## src/rtl/touch_key_filter.sv

```systemverilog
// Touch pad conditioner: synchronizes the raw pad level, debounces press and
// release, and emits one-cycle touch / long-press / release pulses.
module touch_key_filter #(
    parameter int DEB_CNT  = 1_000_000,
    parameter int LONG_CNT = 50_000_000
) (
    input  logic sys_clk,
    input  logic sys_rst_n,
    input  logic touch_key,
    output logic touch_flag,
    output logic long_flag,
    output logic release_flag,
    output logic key_level
);

    localparam int CNT_W = 32;
    localparam logic [CNT_W-1:0] DEB_LAST  = CNT_W'(DEB_CNT - 1);
    localparam logic [CNT_W-1:0] LONG_LAST = CNT_W'(LONG_CNT - 1);

    typedef enum logic [1:0] {
        IDLE,
        DEB_PRESS,
        PRESSED,
        DEB_RELEASE
    } state_e;

    state_e           state_q, state_d;
    logic [CNT_W-1:0] deb_cnt_q, deb_cnt_d;
    logic [CNT_W-1:0] hold_cnt_q, hold_cnt_d;
    logic             long_done_q, long_done_d;
    logic             touch_flag_q, touch_flag_d;
    logic             long_flag_q, long_flag_d;
    logic             release_flag_q, release_flag_d;
    logic             key_level_q, key_level_d;
    logic             key_meta_q, key_s_q;

    // Both flops reset to the idle level so reset never looks like a touch.
    // NOTE: sequential state uses non-blocking assignments so every flop
    // samples the pre-edge value of its neighbours.
    always_ff @(posedge sys_clk or negedge sys_rst_n) begin
        if (!sys_rst_n) begin
            key_meta_q <= 1'b1;
            key_s_q    <= 1'b1;
        end else begin
            key_meta_q <= touch_key;
            key_s_q    <= key_meta_q;
        end
    end

    always_ff @(posedge sys_clk or negedge sys_rst_n) begin
        if (!sys_rst_n) begin
            state_q        <= IDLE;
            deb_cnt_q      <= '0;
            hold_cnt_q     <= '0;
            long_done_q    <= 1'b0;
            touch_flag_q   <= 1'b0;
            long_flag_q    <= 1'b0;
            release_flag_q <= 1'b0;
            key_level_q    <= 1'b1;
        end else begin
            state_q        <= state_d;
            deb_cnt_q      <= deb_cnt_d;
            hold_cnt_q     <= hold_cnt_d;
            long_done_q    <= long_done_d;
            touch_flag_q   <= touch_flag_d;
            long_flag_q    <= long_flag_d;
            release_flag_q <= release_flag_d;
            key_level_q    <= key_level_d;
        end
    end

    always_comb begin
        // NOTE: every output of this block gets a default first, so no path
        // leaves a variable unassigned and no latch is inferred.
        state_d        = state_q;
        deb_cnt_d      = deb_cnt_q;
        hold_cnt_d     = hold_cnt_q;
        long_done_d    = long_done_q;
        touch_flag_d   = 1'b0;
        long_flag_d    = 1'b0;
        release_flag_d = 1'b0;

        unique case (state_q)
            IDLE: begin
                if (!key_s_q) begin
                    state_d   = DEB_PRESS;
                    deb_cnt_d = '0;
                end
            end
            DEB_PRESS: begin
                if (key_s_q) begin
                    state_d = IDLE;
                end else if (deb_cnt_q == DEB_LAST) begin
                    state_d      = PRESSED;
                    hold_cnt_d   = '0;
                    long_done_d  = 1'b0;
                    touch_flag_d = 1'b1;
                end else begin
                    deb_cnt_d = deb_cnt_q + CNT_W'(1);
                end
            end
            PRESSED: begin
                if (key_s_q) begin
                    // hold_cnt is kept so a release bounce does not restart the hold.
                    state_d   = DEB_RELEASE;
                    deb_cnt_d = '0;
                end else begin
                    if (hold_cnt_q != LONG_LAST) begin
                        hold_cnt_d = hold_cnt_q + CNT_W'(1);
                    end else if (!long_done_q) begin
                        long_flag_d = 1'b1;
                        long_done_d = 1'b1;
                    end
                end
            end
            DEB_RELEASE: begin
                if (!key_s_q) begin
                    state_d = PRESSED;
                end else if (deb_cnt_q == DEB_LAST) begin
                    state_d        = IDLE;
                    release_flag_d = 1'b1;
                end else begin
                    deb_cnt_d = deb_cnt_q + CNT_W'(1);
                end
            end
            default: begin
                state_d = IDLE;
            end
        endcase

        key_level_d = !(state_d == PRESSED || state_d == DEB_RELEASE);
    end

    assign touch_flag   = touch_flag_q;
    assign long_flag    = long_flag_q;
    assign release_flag = release_flag_q;
    assign key_level    = key_level_q;

endmodule

```

## config.mk

```make
export PLATFORM = sky130hd
export DESIGN_NAME = touch_key_filter
export DESIGN_NICKNAME = d
export VERILOG_FILES = /design/src/rtl/touch_key_filter.sv
export SDC_FILE = /design/constraint.sdc
export NUM_CORES = 1
export LEC_CHECK = 0
export CAP_MARGIN = 20
export CORE_UTILIZATION = 55
export DETAILED_ROUTE_END_ITERATION = 16
export PLACE_DENSITY_LB_ADDON = 0.3
export SLEW_MARGIN = 10
export SYNTH_ARGS = -nofsm -noshare
export SYNTH_HDL_FRONTEND = slang
export SYNTH_SLANG_ARGS = --single-unit
```

## constraint.sdc

```tcl
create_clock -name sys_clk -period 4.83 [get_ports sys_clk]
set_clock_uncertainty 0.2 [all_clocks]
set_input_delay 0.7245 -clock sys_clk [delete_from_list [all_inputs] [get_ports sys_clk]]
set_output_delay 0.7245 -clock sys_clk [all_outputs]
set_load 0.05 [all_outputs]
```

== Word level (Yosys, flattened, before mapping) ==
Index checks and enable logic that the tools add are counted.
Operators by class
  reduce and logical (&&, ||, !) cells: 7
  equality and inequality tests: 15
  add/subtract/negate cells: 2
  muxes and demuxes: 32
Operator list (number)
  32-bit two-way mux: 9
  32-bit case mux with 4 select lines: 1
  32-bit by 1-bit adder with 32-bit output (second input constant): 2
  32-bit case mux with 2 select lines: 1
  32-bit by 20-bit == test with 1-bit output (second input constant): 1
  32-bit by 26-bit != test with 1-bit output (second input constant): 1
  2-bit != test (second input constant): 8
  1-bit two-way mux: 13
  2-bit two-way mux: 6
  5-bit AND reduction: 2
  2-bit == test (second input constant): 4
  2-bit case mux with 4 select lines: 1
  4-bit AND reduction: 1
  2-bit by 1-bit == test with 1-bit output (second input constant): 1
  2-bit logical NOT: 1
  1-bit case mux with 2 select lines: 1
  2-bit nonzero test: 1
  1-bit logical NOT: 1
  1-bit logical OR: 1
Word-level totals
  logic and storage cells: 66
  register bits after elaboration: 73
  output and inout port bits: 4
  input port bits: 3

== Longest topological paths before layout ==
  word-level depth: 7
  depth in mapped cells: 8
  gate-level depth less buffers: 7

== Worst setup path before layout ==
OpenSTA, ideal clock, no wires.
  path kind: register to register
  start point: reg deb_cnt_q[12]
  end point: reg hold_cnt_q[27]
  buffers on the path: 0
  path slack: 2.372 ns
  cell stages (with the launch flop): 6
  period minus slack after synthesis: 2.458 ns
  required time: 4.506 ns
  library setup time: 0.124 ns
  arrival: 2.134 ns
  cells stage by stage: dfrtp_1 or4_1 or4_4 or4_1 or4b_1 nand2_1
Between the ends
  longest elaborated chain between the ends: 3
Ends and longest elaborated chain
  from (decl): line 28  | logic [CNT_W-1:0] deb_cnt_q, deb_cnt_d;
  from (signal assigned): line 62  | deb_cnt_q <= deb_cnt_d;
  32-bit by 20-bit == test with 1-bit output: line 93  | end else if (deb_cnt_q == DEB_LAST) begin
  2-bit != test (no source line)
  5-bit AND reduction (no source line)
  to (signal assigned): line 63  | hold_cnt_q <= hold_cnt_d;
  to (decl): line 29  | logic [CNT_W-1:0] hold_cnt_q, hold_cnt_d;
No other way between the ends.
A chain may end at the register's enable or synchronous reset.

== Final worst setup path ==
  start point: reg deb_cnt_q[12]
  end point: reg hold_cnt_q[29]
The elaborated chain is that of the path after synthesis.

==> impl_metrics.py <==
metrics = {
    "clocking": {
        "clkSinkCount": 73,
        "holdBufCountCts": 0,
        "cts_tree": "built",
        "clockRootBuffer": "clkbuf_8",
        "cts_buffer_depth": 2,
        "h-tree-depth": 3,
        "ctsResizeCount": 0,
        "clk_latency_ns": 0.35,
        "path_clk_slew_ns": 0.08,
        "cts-buffers-inserted": 9,
        "postCtsSetupBuffers": 0,
    },
    "die": {
        "row_count": 30,
        "die-area_um2": 7450,
        "io_pins": 7,
        "die_width_um": 86.3,
        "core_area_um2": 6830,
        "initial_core_util_pct": 57.2,
        "die_h_um": 86.3,
    },
    "synthesis": {
        "yosysTopAreaCellShare_pct": 44.8,
        "yosys.area.top_type": "dfrtp_1",
        "synth_area_leaders": "dfrtp_1, xnor2_1, nor2_1, nor4_1, nand3_1",
        "synth_seq_cells": 73,
        "synth-edff-count": 0,
        "synth.avg_cell_area_um2": 9.35,
        "ys.flop_type": "dfrtp_1",
        "ys_types": 49,
        "syn-instance-count": 418,
        "yosysWarnings": 0,
        "yosysSeqAreaShare_pct": 46.8,
        "synthArstFlopShare_pct": 100,
        "syn_area_um2": 3910,
        "syn_nets": 423,
    },
    "route": {
        "wl_per_cell_um": 15.7,
        "drc": 0,
        "first_pass_iters": 4,
        "drt-initial-drc-count": 162,
        "vias": 3128,
        "via_per_inst": 6.00,
        "wl_mm": 8.17,
        "ant_nets": 0,
    },
    "global_routing": {
        "grt.total_usage_pct": 24.5,
        "grt_max_degree": 74,
        "antenna_found_initial": 0,
        "grt_pass1_vias": 3139,
        "grt.overflow.total": 0,
        "grt_pass1_wl_mm": 14.3,
    },
    "power_and_ir_drop": {
        "seqPwrFrac_pct": 52.8,
        "p_clk_share_pct": 44.4,
        "p_int_w": 0.000918,
        "cellLeakagePower_nw": 1.69,
        "peakVddDrop_v": 0.000207,
        "combPwrFrac_pct": 2.8,
        "p_sw_w": 0.000271,
        "p_per_area_nw_per_um2": 281,
        "p_sw_share_pct": 22.8,
    },
    "placement": {
        "numPortBuffers": 6,
        "hpwl_mm": 5.63,
        "dpl-instance-area_um2": 4010,
        "place.gp.congestion": 0.852,
    },
    "critical_path": {
        "cp_slowest_cell": "nor4_4",
        "cp-start-kind": "flop",
        "worstPathMaxFanout": 16,
        "crit_arrival_ns": 3.02,
        "crit_family": "simple AND/OR/NAND/NOR gates",
        "cp.required_ns": 4.87,
        "critPathBufInv": 1,
        "criticalPathCategory": "reg -> reg",
        "slowest_delay_ns": 0.76,
        "crit_chain": "or4_1 > or4_4 > nor4_4 > buf_4 > nor2_1",
        "endpoint_kind": "flop",
    },
    "sta": {
        "hold_violations": 0,
        "maxClockFrequency_mhz": 335,
        "worstMarginPinSlew_ns": 0.951,
        "relSlewSlack_pct": 36.4,
        "slew_violations": 0,
        "fin_crit_ns": 2.98,
        "final-setup-viol-count": 0,
        "setup_tns_ns": 0,
        "finalCritPeriodShare_pct": 61.8,
        "rsz0062_at_grt": "false",
    },
    "cells_and_area": {
        "design_area_um2": 4240,
        "area_growth_pct": 8.39,
        "nets": 425,
        "n_antenna_cell": 0,
        "drive_above_1_share_pct": 8.71,
    },
    "job": {
        "maxCapViolCount": 0,
    },
    "status": {
        "status": "completed",
    },
    "worst_hold_path": {
        "hold_path_class": "reg -> reg",
    },
}
[layout by cell type (no fill, tap or decap), types with 3 or more instances in the layout]
master and count:
o31ai_1 4, dfstp_2 3, nand4_1 18, o211ai_1 4
nor2_1 45, and4_1 6, o21ai_0 21, and3_1 6
or2_2 3, nor3_1 11, nor4_1 24, xor2_1 14
and2_1 3, xnor2_1 22, buf_4 3, nand2_1 34
dfrtp_1 70, or3_1 20, nand3_1 26, inv_1 6
or4_1 8, clkdlybuf4s50_1 5, clkbuf_8 9, a21oi_1 21
[per-layer routing]
metal	vias up	GRT usage [%]	share of wire [%]	routed length, um
li1	1537	-	-	-
met1	1520	30.0	45	3640
met2	58	42.9	51	4150
met3	13	5.90	3.3	269
met4	0	7.42	1.3	110
met5	-	0	0	0
[final timing paths]
| check | start | endpoint | slack [ns] | cells after the start |
|---|---|---|---|---|
| worst max-delay path | deb_cnt_q[12] | hold_cnt_q[29] | 1.85 | 5 |
| worst min-delay path | key_meta_q | key_s_q | 0.16 | 0 |
| worst max register to register | deb_cnt_q[12] | hold_cnt_q[29] | 1.85 | 5 |
| worst min register to register | key_meta_q | key_s_q | 0.16 | 0 |
| max in group asynchronous | sys_rst_n | hold_cnt_q[5] | 3.55 | 1 |
| min in group asynchronous | sys_rst_n | touch_flag | 0.29 | 1 |
[power by group through the flow]
stage	clock [W]	sequential, W	combinational [W]
finish	0.000528	0.000627	0.0000332
global route	0.000564	0.000628	0.0000388
CTS	0.000536	0.000627	0.0000342
detailed placement	0	0.000639	0.0000339
global placement	0	0.000638	0.0000332
floorplan	0	0.000635	0.0000192
[registers in the layout, summed over array words and instances (netlist names)]
name and count:
state_q 2, long_done_q 1, key_level 1, long_flag 1
hold_cnt_q 32, deb_cnt_q 32, touch_flag 1, release_flag 1
key_s_q 1, key_meta_q 1
[cell type report]
type	count	area (um^2)
Sequential cell	73	1830
Tap cell	96	120
Inverter	6	22.5
Clock buffer	9	124
Fill cell	596	2600
Timing Repair Buffer	9	77.6
Multi-Input combinational cell	321	1970
Clock inverter	7	95.1
[cell usage after synthesis, types with 2 or more instances]
| master | instances |
|---|---|
| xor2_1 | 14 |
| a21oi_1 | 21 |
| ha_1 | 2 |
| nand2_1 | 34 |
| mux2i_1 | 2 |
| dfrtp_1 | 70 |
| buf_2 | 3 |
| dfstp_2 | 3 |
| nor4_2 | 2 |
| or3_1 | 20 |
| nor2b_1 | 2 |
| nor4_1 | 24 |
| o21ai_0 | 21 |
| nor3_1 | 11 |
| or4_1 | 8 |
| xnor2_1 | 22 |
| o31ai_1 | 4 |
| and3_1 | 6 |
| buf_6 | 2 |
| and4b_1 | 2 |
| nand3_1 | 26 |
| buf_4 | 3 |
| and4_1 | 6 |
| nand2b_1 | 2 |
| nand4_1 | 18 |
| nor4b_1 | 2 |
| or2_2 | 3 |
| o21a_1 | 2 |
| clkbuf_1 | 9 |
| nor2_1 | 45 |
| inv_1 | 6 |
| and2_1 | 3 |
| o211ai_1 | 4 |
[stage by stage]
stage                     setup slack, ns  std cells  power [W]  utilization, %  hold WS (ns)
after floorplan                      2.37        418   0.000655               -         0.145
after global placement               1.92        504   0.000671            58.7         0.147
after detailed placement             1.84        504   0.000673            58.7         0.149
after CTS                            1.84        520    0.00120            61.9         0.160
after global routing                 1.69        521    0.00123            62.0         0.161
final                                1.85        521    0.00119            62.0         0.158
[logic make-up after synthesis]
group | synth area share, %
compound gates | 9.35
buf+inv | 3.07
mux | 0.801
xor+xnor | 8.07
simple gates | 31.2
fa+ha+maj | 0.640
flops | 46.8
(Power assumes the default switching activity.)
